[config.mk]
export PLATFORM = sky130hd
export DESIGN_NAME = rf_wb_scheduler
export DESIGN_NICKNAME = d
export VERILOG_FILES = /design/src/rtl/rf_wb_scheduler.sv
export SDC_FILE = /design/constraint.sdc
export NUM_CORES = 1
export LEC_CHECK = 0
export BUFFER_PORTS_ARGS = -buffer_cell sky130_fd_sc_hd__buf_2
export CORE_MARGIN = 4
export CORE_UTILIZATION = 52
export CTS_CLUSTER_DIAMETER = 60
export DETAILED_ROUTE_END_ITERATION = 6
export GPL_TIMING_DRIVEN = 0
export PLACE_DENSITY = 0.85
export SKIP_LAST_GASP = 1
export SYNTH_ARGS = -nofsm -noshare
export SYNTH_HDL_FRONTEND = slang
export SYNTH_SLANG_ARGS = --single-unit
[constraint.sdc]
create_clock -name clk -period 3.7 [get_ports clk]
set_input_delay 0 -clock clk [delete_from_list [all_inputs] [get_ports clk]]
set_output_delay 0 -clock clk [all_outputs]
set_load 0.02 [all_outputs]
[src/rtl/rf_wb_scheduler.sv]
// Register-file write-back scheduler: round-robin arbitration of write-back
// requesters onto the single rd write port, plus a per-register pending scoreboard.
package pkg_parameters;
  localparam int NUM_REG = 32;
  localparam int XLEN    = 32;
endpackage

module rf_wb_scheduler #(
  parameter int NUM_REQ    = 3,
  parameter int NUM_OF_REG = pkg_parameters::NUM_REG,
  parameter int XLEN       = pkg_parameters::XLEN,
  parameter int AW         = $clog2(NUM_OF_REG)
) (
  input  logic                    clk,
  input  logic                    rst,
  input  logic [NUM_REQ-1:0]      req_valid,
  output logic [NUM_REQ-1:0]      req_ready,
  input  logic [NUM_REQ*AW-1:0]   req_addr,
  input  logic [NUM_REQ*XLEN-1:0] req_data,
  output logic                    rf_web,
  output logic [AW-1:0]           rf_addr,
  output logic [XLEN-1:0]         rf_data,
  input  logic                    rsv_valid,
  input  logic [AW-1:0]           rsv_addr,
  output logic                    rsv_ready,
  input  logic [AW-1:0]           rs1_addr,
  input  logic [AW-1:0]           rs2_addr,
  input  logic [AW-1:0]           rs3_addr,
  output logic                    rs1_busy,
  output logic                    rs2_busy,
  output logic                    rs3_busy,
  output logic                    wb_err
);

  localparam int PW = $clog2(NUM_REQ);

  logic [PW-1:0]         ptr;
  logic [PW-1:0]         grant_idx;
  logic [PW-1:0]         cand;
  logic                  grant_any;
  logic [AW-1:0]         grant_addr;
  logic [XLEN-1:0]       grant_data;
  logic [NUM_OF_REG-1:0] pending;
  logic [NUM_OF_REG-1:0] pending_next;
  logic                  wr_clr;
  logic                  rsv_set;

  // Search begins one past the last winner, so the last winner has lowest priority.
  always_comb begin
    req_ready = '0;
    grant_idx = '0;
    grant_any = 1'b0;
    cand      = '0;
    for (int unsigned i = 1; i <= NUM_REQ; i++) begin
      cand = PW'((32'(ptr) + i) % NUM_REQ);
      if (!grant_any && req_valid[cand]) begin
        grant_any       = 1'b1;
        grant_idx       = cand;
        req_ready[cand] = 1'b1;
      end
    end
  end

  assign grant_addr = req_addr[grant_idx*AW +: AW];
  assign grant_data = req_data[grant_idx*XLEN +: XLEN];

  always_ff @(posedge clk or posedge rst) begin
    if (rst) begin
      ptr     <= PW'(NUM_REQ - 1);
      rf_web  <= 1'b0;
      rf_addr <= '0;
      rf_data <= '0;
    end else begin
      rf_web <= grant_any && (grant_addr != '0);
      if (grant_any)
        ptr <= grant_idx;
      if (grant_any && (grant_addr != '0)) begin
        rf_addr <= grant_addr;
        rf_data <= grant_data;
      end
    end
  end

  assign wr_clr    = rf_web && (rf_addr != '0);
  // Bypass: the register being retired this cycle may be re-reserved at once.
  assign rsv_ready = (rsv_addr == '0) || !pending[rsv_addr] || (rf_web && (rf_addr == rsv_addr));
  assign rsv_set   = rsv_valid && rsv_ready && (rsv_addr != '0);

  // Set is applied after clear so a same-edge set on the same register wins.
  always_comb begin
    pending_next = pending;
    if (wr_clr)
      pending_next[rf_addr] = 1'b0;
    if (rsv_set)
      pending_next[rsv_addr] = 1'b1;
    pending_next[0] = 1'b0;
  end

  always_ff @(posedge clk or posedge rst) begin
    if (rst) begin
      pending <= '0;
      wb_err  <= 1'b0;
    end else begin
      pending <= pending_next;
      if (wr_clr && !pending[rf_addr])
        wb_err <= 1'b1;
    end
  end

  assign rs1_busy = pending[rs1_addr];
  assign rs2_busy = pending[rs2_addr];
  assign rs3_busy = pending[rs3_addr];

endmodule

==> results of run 1 <==
[per-layer routing]
metal	share of wire [%]	wire length (um)	up-vias	global-route usage (%)
met5	0	0	-	0
met4	4.9	848	0	15.0
met3	9.0	1550	64	5.34
met2	50	8670	359	50.5
met1	36	6170	2527	36.5
li1	-	-	2347	-
[metrics by stage]
step	hold slack (ns)	total power, mW	instance area (um2)	worst slack, ns	util, %
2_1_floorplan	0.196	4.56	5380	0.491	-
3_3_place_gp	0.340	5.50	6410	0.207	64.7
3_5_place_dp	0.247	5.67	6410	0.176	64.7
4_1_cts	0.00478	6.27	6790	0.181	68.5
5_1_grt	0.0199	6.73	6790	0.00122	68.5
6_report	0.0115	6.33	6790	0.132	68.5
[power groups by stage]
stage / clock network, mW / registers, mW / logic (mW)
floorplan: 0 / 1.75 / 2.80
global placement: 0 / 1.60 / 3.90
detailed placement: 0 / 1.64 / 4.03
CTS: 0.580 / 1.63 / 4.06
global route: 0.621 / 1.70 / 4.42
finish: 0.570 / 1.65 / 4.10
[layout make-up]
cell class                      count  area (um2)
Tap cell                          133         166
Clock buffer                       12         155
Multi-Input combinational cell    396        3340
Clock inverter                      3        17.5
Timing Repair Buffer              192        1060
Buffer                             35         181
Sequential cell                    72        1800
Fill cell                         785        3120
Inverter                           17        66.3
[worst paths after layout]
kind	from	end	slack (ns)	cells past startpoint
min in group asynchronous	rst	rf_data[2]	0.40	3
worst min-delay path	req_data[72]	rf_data[8]	0.01	4
worst max register to register	ptr[1]	rf_data[3]	0.13	14
worst min register to register	ptr[1]	ptr[1]	0.48	2
worst max-delay path	ptr[1]	rf_data[3]	0.13	14
max in group asynchronous	rst	pending[18]	2.72	3
[worst min-delay path: stages]
cell	delay, ns
sky130_fd_sc_hd__buf_2	0.08
sky130_fd_sc_hd__nand2_1	0.04
sky130_fd_sc_hd__o21ai_0	0.06
sky130_fd_sc_hd__mux2_2	0.14
[cells by family (layout without fill, tap and decap cells)]
family | count (synthesis) | in the layout | synth area share [%]
adder cells (fa/ha/maj) | 4 | 4 | 0.930
XOR/XNOR | 5 | 5 | 0.813
AO/OA/AOI/OAI | 143 | 143 | 15.4
AND/OR/NAND/NOR | 121 | 121 | 10.2
buffers and inverters | 52 | 259 | 4.55
multiplexers | 123 | 123 | 34.6
flip-flops | 72 | 72 | 33.5
[cells in the final DEF (no fill, tap or decap), types with 2 or more instances in the layout]
master / n
sky130_fd_sc_hd__buf_2: 176
sky130_fd_sc_hd__o21ai_0: 101
sky130_fd_sc_hd__dfrtp_1: 71
sky130_fd_sc_hd__nand2_1: 65
sky130_fd_sc_hd__mux4_2: 41
sky130_fd_sc_hd__mux2i_1: 37
sky130_fd_sc_hd__mux2_2: 29
sky130_fd_sc_hd__clkbuf_1: 23
sky130_fd_sc_hd__dlygate4sd3_1: 20
sky130_fd_sc_hd__inv_1: 16
sky130_fd_sc_hd__mux2_4: 16
sky130_fd_sc_hd__nor2_1: 16
sky130_fd_sc_hd__nand3_1: 12
sky130_fd_sc_hd__clkbuf_8: 11
sky130_fd_sc_hd__a21oi_1: 8
sky130_fd_sc_hd__nand3b_1: 7
sky130_fd_sc_hd__nor2b_1: 6
sky130_fd_sc_hd__o22ai_1: 5
sky130_fd_sc_hd__xor2_1: 4
sky130_fd_sc_hd__ha_1: 4
sky130_fd_sc_hd__buf_6: 3
sky130_fd_sc_hd__o21a_1: 3
sky130_fd_sc_hd__o211ai_1: 3
sky130_fd_sc_hd__buf_4: 3
sky130_fd_sc_hd__nor4_1: 3
sky130_fd_sc_hd__a211o_1: 3
sky130_fd_sc_hd__nor3_1: 3
sky130_fd_sc_hd__nand2b_1: 2
sky130_fd_sc_hd__a21o_1: 2
sky130_fd_sc_hd__a211oi_1: 2
sky130_fd_sc_hd__a2111oi_0: 2
sky130_fd_sc_hd__and2_1: 2
sky130_fd_sc_hd__buf_1: 2
sky130_fd_sc_hd__or3b_2: 2
sky130_fd_sc_hd__a31oi_1: 2
sky130_fd_sc_hd__clkinv_2: 2
[state kept, by name, summed over array words and instances (netlist names)]
name     cells
ptr          2
rf_data     32
rf_web       1
rf_addr      5
pending     31
wb_err       1
[timing repair]
action / in CTS / in global routing
hold endpoints to repair: 90 / 0
endpoints found under the setup margin: 0 / 14
gates resized for setup: 0 / 2
hold buffers: 20 / 0
==> results, run 1 <==
- The flow ran to the end, and the final reports show no timing, DRC or antenna violations.
- Sorting the synthesized cells by how often they occur yields sky130_fd_sc_hd__o21ai_0, sky130_fd_sc_hd__dfrtp_1, sky130_fd_sc_hd__nand2_1.
- The initial utilization of the core area, before any placement, comes to 54.3%.
- The overall routed net length is 17300 um.
- The initial detailed-routing violation count is 329.
- The hold violation total from the final report was 0.
- The synthesized net count is 661.
- The H-tree was split into 3 levels.
- The worst setup path is launched from a flip-flop.
- In this run the biggest area consumer among cell types represents 33.0% of the synthesized area.
- The first global-routing pass estimated 27400 um of wire.
- In this run the deepest clock path goes through 2 buffers.
- The per-instance average area after synthesis is 10.4 um2.
- The final-report max-slew violation count is 0.
- The analysis attributes to net switching a power of 2.89 mW.
- Headroom to the max-slew limit came out at 40.8%.
- The net total in the final layout is 864.
- The via count of the first global-routing pass is 5456.
- The chip width is 110 um.
- Synthesis handed over a netlist of 520 instances.
- The cell area after technology mapping is 5380 um2.
- In the final routed layout, each cell accounts on average for 20.1 um.
- The net switching fraction of the power is 45.7%.
- The max-capacitance violation count is 0.
- The detailed-route vias per instance is 6.16.
- Pin placement for this block handled 183 I/O pins.
- The count of input and output buffers is 172.
- The number of warnings reported in the yosys synthesis log is 0.
- Of the total power, combinational logic draws 64.8%.
- The sequential area share after synthesis is 33.5%.
- The proportion of power drawn by flip-flops and latches is 26.1%.
- Per report_power, the clock group accounts for 9.0% of the total.
- The slowest stage cell on the critical path is sky130_fd_sc_hd__dfstp_2.
- The kind of cell adding the most delay to the critical path is multiplexers.
- Counting both buffers and inverters, the worst setup path holds a total of 5.
- The count of clock tree sinks is 72.
- Data on the critical path arrives at its endpoint at 3.80 ns.
- Clock skew on the completed layout was measured at 0.00931 ns.
- The latest clock arrival within the worst-skew pair is 0.35 ns.
- The transition time of the tightest slew-check pin is 0.888 ns.
- The number of buffers created by CTS is 9.
- The nature of the critical path endpoint is a flip-flop.
- The area enclosed by the die boundary is 12000 um2.
- The number of different library cells used by synthesis comes to 50.
- The number of antenna violations at the first check in global routing was 0.
- The largest net degree at the start of global routing is 73.
- Of the cells placed in the final design, the portion with a size suffix greater than 1 is 40.2%.
- Setup repair after global routing left no endpoint under its margin.
- The floorplan has 36 rows.
- The critical path goes through inv_1 -> ha_1 -> buf_6 -> mux2_4 -> mux2_2 -> a21o_1 -> a21oi_1 -> buf_4 -> mux2i_1 -> a32oi_1 -> a21oi_2 -> buf_6 -> buf_8 -> mux2_4.
- The number of placed instances, taps included, is 825.
- The root buffer cell is sky130_fd_sc_hd__clkbuf_8.
- Of the available clock period, the critical path in the final layout requires 96.4%.
- The number of register bits inferred by synthesis is 72.
- The routed via count is 5297.
- After detailed routing, the number of remaining DRC violations is 0.
- The internal power of the cells totals 3.43 mW.
- The final critical-path required period is 3.57 ns.
- The area of the core is 9910 um2.
- By area the synthesized netlist is led by sky130_fd_sc_hd__dfrtp_1, sky130_fd_sc_hd__mux4_2, sky130_fd_sc_hd__o21ai_0.
- Adding up every negative setup slack in the final design gives 0 ns.
- Global routing finished with a remaining overflow of 0.
- Setup violations remaining at the end of the flow were counted as 0.
- The library cell with the highest instance count after synthesis is sky130_fd_sc_hd__o21ai_0.
- In the synthesized netlist the dominant register cell turns out to be sky130_fd_sc_hd__dfrtp_1.
- The tightest min-delay check is of the primary input to flip-flop type.
- For this run, the number of standard cells in the final layout without fillers is 860.
- Derived from the worst setup path, the maximum achievable clock frequency is 280 MHz.
- The critical path is of the flip-flop to flip-flop type.
- The static leakage is 3.10 nW.
- The largest incremental delay on the critical path is 0.56 ns.
- The share of async-settable or async-resettable flops after synthesis is 100%.
- The required time at the worst-slack endpoint is 3.93 ns.
- Counting flops with a built-in enable in the synthesized netlist gives 0.
- The number of antenna diodes is 0.
- TritonCTS built the clock tree.
- The largest total area in the synthesized netlist belongs to sky130_fd_sc_hd__dfrtp_1.
- Post-CTS timing repair inserted 0 buffers for setup.
- The final antenna-violating net count is 0.
- Detailed placement ended at an HPWL of 13100 um.
- The clock-pin slew reported for the worst setup and hold paths after clock tree synthesis is 0.07 ns.
- At the end of routability-driven placement, the weighted congestion stood at 0.952.
- Across every metal layer, demand over resource in global routing totals 29.8%.
- In this run the vertical extent of the chip is 110 um.
- The synthesis-to-layout area growth is 26.1%.
- The power per cell area is 931 nW/um2.
- The first detailed-routing pass took 7 iterations.
- In this run the worst path has a maximum fanout of 10.
- VDD sags by at most 0.000571 V.
Note: power is estimated with default switching activity, not from simulation.
==> inputs of run 2 (changes only) <==
Settings changed: REMOVE_ABC_BUFFERS set to 1.
==> run 2 against run 1 <==
Against the previous run:
- die area unchanged
- non-clock buffer count decreased by 11
- final cell count fell by 1.2%
- combinational power shrank 1%
- wire length shrank 1.4%
- sequential power increased by 4%
- power up 3.0%
==> results, run 2 (synthesis results as in run 1) <==
- The initial detailed-routing violation count is 444 (+35%).
- The required time at the worst-slack endpoint is 3.96 ns (+0.03 ns).
- The kind of critical path is flip-flop to flip-flop.
- The kind of launch point of the worst setup path is a flip-flop.
- The via count of the first global-routing pass was 5342 (-2.1%).
- The count of clock tree sinks is 72 (unchanged).
- The area of the core is 9910 um2 (unchanged).
- The synthesis-to-layout area growth is 28.5%.
- The number of antenna diodes is 0 (unchanged).
- The power per cell area is 942 nW/um2 (+1.2%).
- The flip-flop count of the largest register after layout is 32 (unchanged).
- The nature of the critical path endpoint is a flip-flop.
- The overall routed net length is 17000 um (-1.4%).
- The sequential cell area is 1800 um2 (unchanged).
- The last weighted congestion value of the routability-driven placer is 0.987 (+3.7%).
- The worst register-to-register path ends at rf_data[8].
- The register with the highest flop count is rf_data.
- The flow ran to the end, and the final reports show no timing, DRC or antenna violations.
- In this run the clock root is driven by a sky130_fd_sc_hd__clkbuf_8.
- The final cell utilization of the core is 69.8% (+1.3 points).
- The detailed-route vias per instance came to 6.26 (+1.7%).
- The number of iterations in the first detailed-routing pass was 5 (-2).
- The wire length of the first global-routing pass was 26800 um (-2.4%).
- The total power consumption of the routed design is 6.52 mW (+3.0%).
- The clock tree from TritonCTS is yes.
- Leaving out fill and tap cells, the most frequent cells in the layout are sky130_fd_sc_hd__buf_2, sky130_fd_sc_hd__o21ai_0, sky130_fd_sc_hd__dfrtp_1, sky130_fd_sc_hd__nand2_1, sky130_fd_sc_hd__mux4_2.
- The clock-pin slew reported for the worst setup and hold paths after clock tree synthesis was 0.08 ns (about the same).
- The final HPWL from detailed placement is 12200 um (-6.7%).
- The number of endpoints failing setup at the final stage is 0 (unchanged).
- The die span in y is 110 um (unchanged).
- The static leakage is 3.17 nW (+2.3%).
- The launching element of the worst setup path is ptr[1].
- The highest fanout seen on the critical path is 32 (+22).
- The area enclosed by the die boundary is 12000 um2 (unchanged).
- The average wire per cell in the routed design is 20.0 um (-0.27%).
- The transition time of the tightest slew-check pin came to 0.863 ns (-0.0250 ns).
- The final critical-path required period is 3.51 ns (-0.0577 ns).
- The count of input and output buffers is 182 (+5.8%).
- The count of unresolved DRC violations after routing came to 0 (unchanged).
- The net total in the final layout came to 853 (-1.3%).
- The total number of H-tree levels is 3 (unchanged).
- The area taken by multi-input logic gates is 3360 um2 (+0.56%).
- The count of fill cells added during filler insertion came to 733 (-6.6%).
- The starting density of the core is 54.3% (unchanged).
- The final antenna-violating net count is 0 (unchanged).
- The fraction of layout instances using a drive strength above 1 is 42.4% (+2.2 points).
- The data arrival at the endpoint of the critical path is 3.77 ns (-0.03 ns).
- The largest registers in the layout are rf_data: 32 flops, pending: 31 flops, rf_addr: 5 flops.
- The total congestion overflow after global routing was 0 (unchanged).
- The number of antenna violations at the first check in global routing is 0 (unchanged).
- The highest clock frequency the design can meet is 285 MHz (+1.6%).
- The maximum vdd ir drop is 0.000594 V (+4.0%).
- The number of buffers created by CTS came to 9 (unchanged).
- The headroom to the max-slew limit was 42.5% (+1.7 points).
- The latest clock arrival within the worst-skew pair is 0.36 ns (about the same).
- The site row count is 36 (unchanged).
- The final-report max-slew violation count came to 0 (unchanged).
- The global-route usage over all layers was 28.9% (-0.94 points).
- The maximum number of buffers from clock root to sink was 2 (unchanged).
- The worst clock skew is 0.0113 ns (+0.00201 ns).
- The count of cells along the worst register-to-register path was 12 (-2).
- The chip width was 110 um (unchanged).
- The flop-to-flop setup slack is 0.19 ns (+0.06 ns).
- The hold violation total from the final report is 0 (unchanged).
- The final clock period utilization by the worst path is 94.9% (-1.6 points).
- The number of ports placed on the die boundary is 183 (unchanged).
- The max-capacitance violation count is 0 (unchanged).
- The path class of the tightest hold or removal check is primary input to flip-flop.
- The largest net degree at the start of global routing is 73 (unchanged).
- The routed via count is 5325 (+0.53%).
- The startpoint of the worst-slack reg-to-reg timing path is ptr[1].
- The most critical setup path has its endpoint at rf_data[8].
- The most common library cell in the layout ignoring fill and taps is sky130_fd_sc_hd__buf_2.
-- run 2: changes by cell type in the layout (fill, tap and decap cells not counted), moves of 2 or more --
cell | before | now
sky130_fd_sc_hd__a21oi_4 | 0 | 2
sky130_fd_sc_hd__buf_1 | 2 | 0
sky130_fd_sc_hd__buf_12 | 0 | 2
sky130_fd_sc_hd__buf_2 | 176 | 182
sky130_fd_sc_hd__buf_4 | 3 | 6
sky130_fd_sc_hd__buf_6 | 3 | 0
sky130_fd_sc_hd__bufinv_16 | 0 | 3
sky130_fd_sc_hd__clkbuf_1 | 23 | 0
sky130_fd_sc_hd__clkbuf_8 | 11 | 9
sky130_fd_sc_hd__dlygate4sd3_1 | 20 | 24
-- run 2: metrics by stage --
stage / cells / setup WS [ns] / cell area (um2) / setup TNS, ns / hold slack (ns)
finish: 850 / 0.190 / 6920 / 0 / 0.0120
floorplan: 485 / -2.81 / 5200 / -104.45 / 0.172
global route: 850 / -0.00653 / 6920 / -0.00653 / 0.0150
global placement: 800 / -3.81 / 6280 / -142.22 / 0.336
CTS: 849 / 0.180 / 6900 / 0 / 0.00417
detailed placement: 804 / -0.293 / 6380 / -6.90 / 0.235
-- run 2: timing repair --
action | CTS | global route
setup buffers | 5 | 1
pin swaps | 3 | 1
endpoints found under the setup margin | 31 | 32
gates resized for setup | 0 | 2
endpoints found under the hold margin | 94 | 0
cloned | 0 | 0
hold buffers | 24 | 0
-- run 2: worst max-delay path, cell delays in order, from the launching register on --
cell,delay (ns)
sky130_fd_sc_hd__dfstp_2,0.56
sky130_fd_sc_hd__ha_1,0.30
sky130_fd_sc_hd__mux2_4,0.34
sky130_fd_sc_hd__mux2_2,0.32
sky130_fd_sc_hd__o31ai_4,0.24
sky130_fd_sc_hd__buf_4,0.19
sky130_fd_sc_hd__buf_16,0.17
sky130_fd_sc_hd__nor2_1,0.05
sky130_fd_sc_hd__a211o_1,0.29
sky130_fd_sc_hd__o2111a_1,0.16
sky130_fd_sc_hd__a21oi_4,0.17
sky130_fd_sc_hd__buf_4,0.24
sky130_fd_sc_hd__mux2_2,0.36
-- run 2: per-layer routing --
metal	global-route usage [%]	up-vias	part of all wire (%)
li1	-	2333	-
met4	14.3	0	4.4
met1	34.6	2512	35
met5	0	-	0
met3	7.05	77	11
met2	48.6	403	49
-- run 2: final cells by class --
class                           count  share of cell area, %
Tap cell                          133                   2.41
Clock inverter                      7                   1.72
Sequential cell                    72                   26.1
Inverter                           17                  0.959
Multi-Input combinational cell    396                   48.6
Clock buffer                        9                   1.79
Timing Repair Buffer              216                   18.5
-- run 2: how the worst min path moves through the flow --
stage / end / start / cells past startpoint
floorplan: pending[4] / rsv_addr[0] / 3
global placement: rf_data[6] / req_data[70] / 4
detailed placement: rf_data[0] / rst / 2
CTS: rf_data[21] / req_data[85] / 4
global route: rf_data[1] / req_data[65] / 4
finish: rf_data[7] / req_data[71] / 4
-- run 2: power breakdown --
part / switching, mW / internal [mW] / total (mW)
sequential: 0.506 / 1.20 / 1.71
combinational: 2.04 / 2.00 / 4.04
clock: 0.321 / 0.449 / 0.770
